$ cat src/rtl/snoop_cache_ctrl.sv
`default_nettype none
// +--------------------------------------------------------------------------+
// | snoop_cache_ctrl : per-core MSI controller on the shared snooping bus.   |
// | Revision 1.0                                                             |
// +--------------------------------------------------------------------------+
module snoop_cache_ctrl #(
  parameter int ADDR_W = 16,
  parameter int IDX_W  = 3
) (
  input  logic              clk,
  input  logic              rst_n,
  input  logic              cpu_re,
  input  logic              cpu_we,
  input  logic [ADDR_W-1:0] cpu_addr,
  output logic              cpu_stall,
  output logic              read_miss,
  output logic              write_miss,
  output logic              write_miss_state,
  output logic [ADDR_W-1:0] miss_addr,
  output logic              victim_dirty,
  input  logic              cpu_datasel,
  input  logic [ADDR_W-1:0] tag_in,
  input  logic              cpu_search,
  input  logic              snoop_inv,
  output logic              cpu_search_found,
  output logic              supply_data
);

  localparam int TAG_W = ADDR_W - IDX_W;
  localparam int LINES = 1 << IDX_W;

  localparam logic [1:0] ST_I = 2'b00;
  localparam logic [1:0] ST_S = 2'b01;
  localparam logic [1:0] ST_M = 2'b10;

  localparam logic [1:0] FSM_IDLE = 2'd0;
  localparam logic [1:0] FSM_REQ  = 2'd1;
  localparam logic [1:0] FSM_FILL = 2'd2;

  logic [TAG_W-1:0]  tag_q [LINES];
  logic [1:0]        st_q  [LINES];
  logic [1:0]        fsm_q, fsm_d;
  logic              rd_q, rd_d, wr_q, wr_d, wms_q, wms_d, vic_q, vic_d;
  logic              fillm_q, fillm_d, found_q, found_d, supply_q, supply_d;
  logic [ADDR_W-1:0] maddr_q, maddr_d;

  logic [IDX_W-1:0] w_cidx, w_sidx, w_midx;
  logic [1:0]       w_cst, w_sst;
  logic             w_ctag_eq, w_chit, w_shit, w_access, w_cmiss, w_core_go;

  // Core-side and snoop-side lookups run in parallel against the same store.
  assign w_cidx    = cpu_addr[IDX_W-1:0];
  assign w_cst     = st_q[w_cidx];
  assign w_ctag_eq = tag_q[w_cidx] == cpu_addr[ADDR_W-1:IDX_W];
  assign w_chit    = w_ctag_eq && (w_cst == ST_S || w_cst == ST_M);
  assign w_access  = cpu_re | cpu_we;
  assign w_cmiss   = cpu_re ? !w_chit : (cpu_we && !(w_chit && w_cst == ST_M));
  assign w_core_go = !cpu_search && w_access && w_cmiss;

  assign w_sidx = tag_in[IDX_W-1:0];
  assign w_sst  = st_q[w_sidx];
  assign w_shit = (tag_q[w_sidx] == tag_in[ADDR_W-1:IDX_W]) && (w_sst == ST_S || w_sst == ST_M);
  assign w_midx = maddr_q[IDX_W-1:0];

  always_ff @(posedge clk) begin
    if (!rst_n) begin
      fsm_q    <= FSM_IDLE;
      rd_q     <= 1'b0;
      wr_q     <= 1'b0;
      wms_q    <= 1'b0;
      vic_q    <= 1'b0;
      fillm_q  <= 1'b0;
      found_q  <= 1'b0;
      supply_q <= 1'b0;
      maddr_q  <= '0;
      for (int i = 0; i < LINES; i++) begin
        st_q[i]  <= ST_I;
        tag_q[i] <= '0;
      end
    end else begin
      fsm_q    <= fsm_d;
      rd_q     <= rd_d;
      wr_q     <= wr_d;
      wms_q    <= wms_d;
      vic_q    <= vic_d;
      fillm_q  <= fillm_d;
      found_q  <= found_d;
      supply_q <= supply_d;
      maddr_q  <= maddr_d;
      if (cpu_search && w_shit)
        st_q[w_sidx] <= snoop_inv ? ST_I : ST_S;
      // Fill is written last so it wins over a same-cycle snoop on that line.
      if (fsm_q == FSM_FILL) begin
        tag_q[w_midx] <= maddr_q[ADDR_W-1:IDX_W];
        st_q[w_midx]  <= fillm_q ? ST_M : ST_S;
      end
    end
  end

  always_comb begin
    fsm_d = fsm_q;
    case (fsm_q)
      FSM_IDLE: if (w_core_go) fsm_d = FSM_REQ;
      FSM_REQ:  if (cpu_datasel) fsm_d = FSM_FILL;
      FSM_FILL: fsm_d = FSM_IDLE;
      default:  fsm_d = FSM_IDLE;
    endcase
  end

  always_comb begin
    rd_d     = rd_q;
    wr_d     = wr_q;
    wms_d    = wms_q;
    vic_d    = vic_q;
    fillm_d  = fillm_q;
    maddr_d  = maddr_q;
    found_d  = cpu_search && w_shit;
    supply_d = cpu_search && w_shit && (w_sst == ST_M);
    case (fsm_q)
      FSM_IDLE: begin
        if (w_core_go) begin
          rd_d    = cpu_re;
          wr_d    = !cpu_re;
          wms_d   = !cpu_re && w_chit && (w_cst == ST_S);
          vic_d   = !w_ctag_eq && (w_cst == ST_M);
          fillm_d = !cpu_re;
          maddr_d = cpu_addr;
        end
      end
      FSM_REQ: begin
        // Losing the shared copy turns a pending upgrade into a full write miss.
        if (cpu_search && snoop_inv && w_shit && tag_in == maddr_q)
          wms_d = 1'b0;
        if (cpu_datasel) begin
          rd_d  = 1'b0;
          wr_d  = 1'b0;
          wms_d = 1'b0;
          vic_d = 1'b0;
        end
      end
      default: ;
    endcase
  end

  always_comb begin
    cpu_stall = 1'b0;
    case (fsm_q)
      FSM_IDLE: cpu_stall = w_access && (cpu_search || w_cmiss);
      FSM_REQ:  cpu_stall = 1'b1;
      FSM_FILL: cpu_stall = 1'b1;
      default:  cpu_stall = 1'b0;
    endcase
  end

  assign read_miss        = rd_q;
  assign write_miss       = wr_q;
  assign write_miss_state = wms_q;
  assign miss_addr        = maddr_q;
  assign victim_dirty     = vic_q;
  assign cpu_search_found = found_q;
  assign supply_data      = supply_q;

endmodule
`default_nettype wire

$ cat config.mk
export PLATFORM = sky130hd
export DESIGN_NAME = snoop_cache_ctrl
export DESIGN_NICKNAME = d
export VERILOG_FILES = /design/src/rtl/snoop_cache_ctrl.sv
export SDC_FILE = /design/constraint.sdc
export NUM_CORES = 1
export LEC_CHECK = 0
export CAP_MARGIN = 20
export CORE_MARGIN = 8
export CORE_UTILIZATION = 54
export CTS_CLUSTER_DIAMETER = 150
export CTS_CLUSTER_SIZE = 8
export DETAILED_ROUTE_END_ITERATION = 8
export GPL_ROUTABILITY_DRIVEN = 0
export HOLD_SLACK_MARGIN = 0.05
export PLACE_DENSITY = 0.87
export SLEW_MARGIN = 20
export SYNTH_ARGS = -nofsm -noshare
export SYNTH_HDL_FRONTEND = slang
export SYNTH_SLANG_ARGS = --single-unit
$ cat constraint.sdc
create_clock -name clk -period 3.5 [get_ports clk]
set_clock_uncertainty 0.1 [all_clocks]
set_input_delay 0.7 -clock clk [delete_from_list [all_inputs] [get_ports clk]]
set_output_delay 0.7 -clock clk [all_outputs]
set_load 0.03 [all_outputs]
==> results of run 1 <==
[final timing paths]
check / depth (start not counted) / endpoint / from / slack, ns
worst max register to register: 11 / miss_addr[1]$_SDFFE_PN0P_ / tag_q[7][10]$_SDFFCE_PN0P_ / 0.41
worst min register to register: 2 / read_miss$_SDFFE_PN0P_ / read_miss$_SDFFE_PN0P_ / 0.37
worst min-delay path: 2 / read_miss$_SDFFE_PN0P_ / read_miss$_SDFFE_PN0P_ / 0.37
worst max-delay path: 12 / cpu_stall / cpu_addr[0] / -0.46
[where the power goes]
part,internal [uW],switching (uW)
clock network,1150,768
registers,1940,89.7
logic,405,476
total,3490,1330
[cell type report]
class	instances	area (um2)
timing repair buffer	170	1710
clock inverter	14	179
fill	914	4220
tap	211	264
multi-input combinational	486	4290
sequential	145	4100
clock buffer	18	439
inverter	16	60.1
[repair_timing]
| item | CTS | global route |
|---|---|---|
| cloned | 2 | 1 |
| resized for setup | 38 | 36 |
| endpoints found under the setup margin | 25 | 28 |
| pin swaps | 14 | 16 |
| setup buffers | 12 | 1 |
| hold buffers | 0 | 0 |
[per-layer routing]
metal / GRT usage (%) / share of wire, % / vias up
met5: 0 / 0 / -
met4: 20.2 / 7.4 / 0
met3: 10.5 / 15 / 213
met2: 45.2 / 45 / 746
met1: 32.5 / 33 / 3416
li1: - / - / 2858
[sequential cells by signal (all words and copies together), names as in the netlist]
name,count
read_miss,1
miss_addr,16
supply_data,1
fsm_q,2
st_q,16
victim_dirty,1
write_miss,1
cpu_search_found,1
write_miss_state,1
tag_q,104
fillm_q,1
[per-stage QoR]
step | TNS [ns] | instance area, um2 | std cells | total power [uW] | setup slack (ns)
floorplan | -0.102 | 8570 | 702 | 2480 | -0.102
global placement | -16.28 | 9930 | 1012 | 2780 | -0.995
detailed placement | -21.62 | 9930 | 1012 | 2800 | -1.10
CTS | -0.245 | 10800 | 1058 | 4720 | -0.245
global route | -3.57 | 11000 | 1060 | 4910 | -0.525
finish | -3.47 | 11000 | 1060 | 4820 | -0.457
[layout by cell type (no fill, tap or decap), types with 4 or more instances in the layout]
master | synthesis | routed
xnor2_1 | 27 | 27
clkdlybuf4s50_1 | 0 | 56
o21bai_4 | 0 | 8
buf_6 | 5 | 5
and2_1 | 114 | 113
or3_1 | 9 | 9
nand4_1 | 6 | 6
inv_1 | 14 | 12
nor2_1 | 36 | 34
mux4_2 | 26 | 26
clkbuf_16 | 0 | 18
edfxtp_1 | 120 | 120
buf_12 | 3 | 16
o21ai_1 | 1 | 8
ha_1 | 7 | 6
xor2_1 | 11 | 9
mux2_2 | 23 | 23
buf_4 | 3 | 86
inv_6 | 0 | 4
nor2b_1 | 9 | 7
a221oi_2 | 2 | 6
o22ai_1 | 6 | 5
a22oi_1 | 13 | 10
o21ai_0 | 12 | 5
a21oi_1 | 6 | 4
nand2_1 | 26 | 25
mux2i_1 | 59 | 56
a221oi_1 | 14 | 8
nand3_1 | 12 | 10
nand2b_1 | 9 | 9
dfxtp_1 | 25 | 25
[critical path, stage by stage]
cell      delay (ns)
buf_12          0.10
buf_16          0.12
mux4_2          0.48
mux2i_1         0.19
xor2_1          0.46
nand3_2         0.17
nor4_4          0.28
buf_4           0.17
nand3_2         0.07
o221ai_2        0.19
a21oi_4         0.08
buf_6           0.14
[kinds of logic (layout without fill, tap and decap cells)]
kind of cell,Yosys count,after routing
flops,145,145
mux,109,109
buf+inv,71,218
compound gates,94,94
xor+xnor,38,38
fa+ha+maj,7,7
simple gates,238,238
==> impl_metrics.env, run 1 <==
export IMPL_rsz0062_at_grt="yes"
export IMPL_initial_core_util_pct=55.3
export IMPL_startpoint_type="input port"
export IMPL_clockBufferDepth=2
export IMPL_hold_viol=0
export IMPL_ir_drop_mv=0.441
export IMPL_synth_top_family_by_area="multiplexers"
export IMPL_syn_nets=748
export IMPL_synthCells=702
export IMPL_layout_nets=882
export IMPL_whs_ns=0.371
export IMPL_synth_common_cells="edfxtp_1, and2_1, mux2i_1"
export IMPL_yosysTopAreaCellShare_pct=42.7
export IMPL_synth_area_top_cells="edfxtp_1, and2_1, mux2i_1"
export IMPL_fmax_mhz=253
export IMPL_fin_ws_ns=-0.457
export IMPL_synth_fa_ha_area_share_pct=1.04
export IMPL_synth_compound_area_share_pct=8.71
export IMPL_layout_worst_path_cycle_share_pct=113
export IMPL_cap_viol_max_count=0
export IMPL_setup_worst_path_class="in -> out"
export IMPL_max_slew_worst_pin_slew_ns=0.808
export IMPL_synth_xor_area_share_pct=3.95
export IMPL_muxShareOfSynthArea_pct=17.1
export IMPL_async_flop_share_pct=0
export IMPL_ys_seq_area_share_pct=48.7
export IMPL_drt_total_wl_um=30400
export IMPL_required_ns=2.70
export IMPL_synth_largest_area_cell="edfxtp_1"
export IMPL_areaGrowthSynthToFinish_pct=30.9
export IMPL_cts_buffers=17
export IMPL_synth_most_common_cell="edfxtp_1"
export IMPL_num_io_pins=62
export IMPL_yosysWarnings=0
export IMPL_end_kind="output port"
export IMPL_synth_area_per_cell_um2=12.0
export IMPL_rows=45
export IMPL_dp_hpwl_um=18600
export IMPL_cts_htree_levels=4
export IMPL_violations="setup timing"
export IMPL_grt_pass1_wl_um=42700
export IMPL_synth_ff_type="edfxtp_1"
export IMPL_drc=0
export IMPL_io_buffer_count=61
export IMPL_vias=7233
export IMPL_antenna_found_initial=0
export IMPL_cp_max_fo=4
export IMPL_yosys_area_share_simple_pct=15.9
export IMPL_final_max_slew_viol_count=0
export IMPL_finalCriticalPeriod_ns=3.96
export IMPL_cts_tree="yes"
export IMPL_viasPerCell=6.82
export IMPL_ys_types=60
export IMPL_n_antenna_cell=0
export IMPL_status="complete, but fails checks"
export IMPL_grt_max_degree=21
export IMPL_synth_seq_cells=145
export IMPL_drtPass1Iterations=8
export IMPL_final_util_pct=72.4
export IMPL_syn_area_um2=8440
export IMPL_fp_dieW_um=141
export IMPL_root_buffer="clkbuf_16"
export IMPL_drtIter0Drc=1201
export IMPL_track_usage_pct=28.9
export IMPL_die_area_um2=19900
export IMPL_fp_dieH_um=141
export IMPL_grt_overflow=0
export IMPL_critPathArrivalTime_ns=3.16
export IMPL_grt_pass1_vias=7259
export IMPL_drive_gt1_share_pct=29.8
export IMPL_relSlewSlack_pct=45.9
export IMPL_post_drt_wl_per_cell_um=28.7
export IMPL_core_area_um2=15300
export IMPL_path_clk_slew_ns=0.06
export IMPL_cts_sinks=145
export IMPL_ant_nets=0
export IMPL_clock_latency_ns=0.44
export IMPL_p_per_area_nw_per_um2=437
export IMPL_synth_edf_count=120
export IMPL_setup_viol=26
export IMPL_worstHoldPathType="reg -> reg"
export IMPL_p_leak_uw=0.00419
(Power assumes the default switching activity.)
==> inputs of run 2 (changes only) <==
--- a/config.mk
+++ b/config.mk
@@ -14,6 +14,7 @@
 export GPL_ROUTABILITY_DRIVEN = 0
 export HOLD_SLACK_MARGIN = 0.05
 export PLACE_DENSITY = 0.87
+export REMOVE_ABC_BUFFERS = 1
 export SLEW_MARGIN = 20
 export SYNTH_ARGS = -nofsm -noshare
 export SYNTH_HDL_FRONTEND = slang
==> run 2 against run 1 <==
Compared with the run above:
- the run still ends with setup timing left
- die area stayed put
- largest cell class is now flip-flops and latches
- utilization is 2.1 points lower
- first-iteration DRC count fell by 30%
- final cell count grew 0.66%
==> impl_metrics.env, run 2 (synthesized netlist as in run 1, its figures left out) <==
export IMPL_antenna_found_initial=1
export IMPL_cp_max_fo=6
export IMPL_p_per_area_nw_per_um2=450
export IMPL_fp_dieW_um=141
export IMPL_ant_nets=0
export IMPL_cts_tree="yes"
export IMPL_rr_worst_depth=11
export IMPL_p_comb_share_pct=16.4
export IMPL_worstHoldPathType="reg -> reg"
export IMPL_dp_hpwl_um=18400
export IMPL_p_leak_uw=0.00415
export IMPL_status="complete, but fails checks"
export IMPL_ir_drop_mv=0.366
export IMPL_setup_worst_path_class="in -> out"
export IMPL_final_max_slew_viol_count=0
export IMPL_setup_viol=1
export IMPL_drt_total_wl_um=28100
export IMPL_critPathLaunch="cpu_addr[0]"
export IMPL_post_drt_wl_per_cell_um=26.3
export IMPL_cts_htree_levels=4
export IMPL_viasPerCell=6.55
export IMPL_vias=6985
export IMPL_rr_startpoint="st_q[7][0]$_DFFE_PP_"
export IMPL_io_buffer_count=61
export IMPL_use_met3_pct=10.2
export IMPL_fillCellCount=990
export IMPL_worst_r2r_endpoint="st_q[7][1]$_SDFFCE_PN0P_"
export IMPL_rrSetupSlack_ns=0.18
export IMPL_fp_dieH_um=141
export IMPL_mostFrequentLayoutCells="edfxtp_1, and2_1, buf_4, mux2i_1, clkdlybuf4s50_1"
export IMPL_clockBufferDepth=2
export IMPL_required_ns=2.70
export IMPL_startpoint_type="input port"
export IMPL_layout_nets=888
export IMPL_violations="setup timing"
export IMPL_drtPass1Iterations=7
export IMPL_power_switching_share_pct=25.3
export IMPL_drtIter0Drc=836
export IMPL_final_common_cell="edfxtp_1"
export IMPL_grt_pass1_wl_um=42300
export IMPL_max_slew_worst_pin_slew_ns=0.554
export IMPL_end_kind="output port"
export IMPL_multi_input_area_um2=4020
export IMPL_hold_viol=0
export IMPL_largest_register="tag_q"
export IMPL_die_area_um2=19900
export IMPL_final_util_pct=70.3
export IMPL_finalCriticalPeriod_ns=3.70
export IMPL_rsz0062_at_grt="yes"
export IMPL_intPower_uw=3600
export IMPL_grt_max_degree=21
export IMPL_fmax_mhz=270
export IMPL_path_clk_slew_ns=0.07
export IMPL_clock_latency_ns=0.44
export IMPL_track_usage_pct=28.6
export IMPL_clkPwrFrac_pct=41.7
export IMPL_cp_endpoint="cpu_stall"
export IMPL_areaGrowthSynthToFinish_pct=27.2
export IMPL_rows=45
export IMPL_grt_busiest_layer="met2"
export IMPL_cap_viol_max_count=0
export IMPL_fin_cells=1067
export IMPL_seqPwrFrac_pct=42.0
export IMPL_p_sw_uw=1220
export IMPL_core_area_um2=15300
export IMPL_grt_util_met2_pct=45.7
export IMPL_final_seq_area_um2=4100
export IMPL_drc=0
export IMPL_grt_overflow=0
export IMPL_num_io_pins=62
export IMPL_root_buffer="clkbuf_16"
export IMPL_relSlewSlack_pct=63.0
export IMPL_critPathArrivalTime_ns=2.90
export IMPL_cts_sinks=145
export IMPL_drive_gt1_share_pct=26.3
export IMPL_setup_tns_ns=-0.202
export IMPL_initial_core_util_pct=55.3
export IMPL_placed_cells=1018
export IMPL_largest_reg_flops=104
export IMPL_whs_ns=0.375
export IMPL_cts_buffers=17
export IMPL_grt_pass1_vias=7280
export IMPL_met1_usage_pct=31.1
export IMPL_layout_worst_path_cycle_share_pct=106
export IMPL_fin_ws_ns=-0.202
-- run 2: worst min path at each step --
| stage | depth (start not counted) | slack [ns] | from | to |
|---|---|---|---|---|
| 2_1_floorplan | 2 | 0.41 | fsm_q[1]$_SDFFE_PN0P_ | fsm_q[1]$_SDFFE_PN0P_ |
| 3_3_place_gp | 2 | 0.34 | read_miss$_SDFFE_PN0P_ | read_miss$_SDFFE_PN0P_ |
| 3_5_place_dp | 2 | 0.37 | read_miss$_SDFFE_PN0P_ | read_miss$_SDFFE_PN0P_ |
| 4_1_cts | 2 | 0.38 | read_miss$_SDFFE_PN0P_ | read_miss$_SDFFE_PN0P_ |
| 5_1_grt | 2 | 0.41 | write_miss$_SDFFE_PN0P_ | write_miss$_SDFFE_PN0P_ |
| 6_report | 2 | 0.38 | read_miss$_SDFFE_PN0P_ | read_miss$_SDFFE_PN0P_ |
-- run 2: stage by stage --
stage / instance area [um2] / total power [uW] / setup WS (ns)
4_1_cts: 10700 / 4790 / -0.143
2_1_floorplan: 8110 / 2390 / -0.463
5_1_grt: 10700 / 4930 / -0.256
3_3_place_gp: 9830 / 2740 / -0.923
6_report: 10700 / 4820 / -0.202
3_5_place_dp: 9830 / 2770 / -0.942
-- run 2: layout make-up --
type	instances	area share (%)
clock inverters	11	1.71
well taps	211	2.46
multi-input cells	486	37.5
repair buffers	176	15.2
diodes	1	0.0233
inverters	16	0.560
flip-flops and latches	145	38.3
clock buffers	21	4.29
-- run 2: per-layer routing --
layer / wire (um) / vias to the layer above
met5: 40 / -
met3: 3530 / 178
li1: - / 2875
met1: 9530 / 3334
met2: 13100 / 596
met4: 1910 / 2
-- run 2: power groups by stage --
stage               Clock (uW)  Combinational [uW]  Sequential (uW)
floorplan                    0                 343             2050
global placement             0                 698             2040
detailed placement           0                 719             2050
CTS                       2010                 761             2020
global route              2080                 821             2030
finish                    2010                 790             2020
-- run 2: repair_timing --
action,4_1_cts,5_1_grt
gates cloned,2,0
buffers inserted,14,0
endpoints found under the setup margin,19,19
pin swaps,24,2
gates resized for setup,37,2
hold buffers,0,0
-- run 2: worst max-delay path, stage by stage --
cell and delay (ns):
buf_12 0.09, buf_12 0.13, mux4_2 0.51, mux2i_2 0.21, xor2_1 0.19, nand2_1 0.11
nor4_4 0.40, nand3_1 0.15, o221ai_2 0.15, a21oi_1 0.08, buf_4 0.17
==> inputs of run 3 (changes only) <==
--- a/config.mk
+++ b/config.mk
@@ -15,7 +15,6 @@
 export HOLD_SLACK_MARGIN = 0.05
 export PLACE_DENSITY = 0.87
 export REMOVE_ABC_BUFFERS = 1
-export SLEW_MARGIN = 20
 export SYNTH_ARGS = -nofsm -noshare
 export SYNTH_HDL_FRONTEND = slang
 export SYNTH_SLANG_ARGS = --single-unit
==> results of run 3 <==
Same layout as run 2: the final DEF is identical, and so are final timing and power.
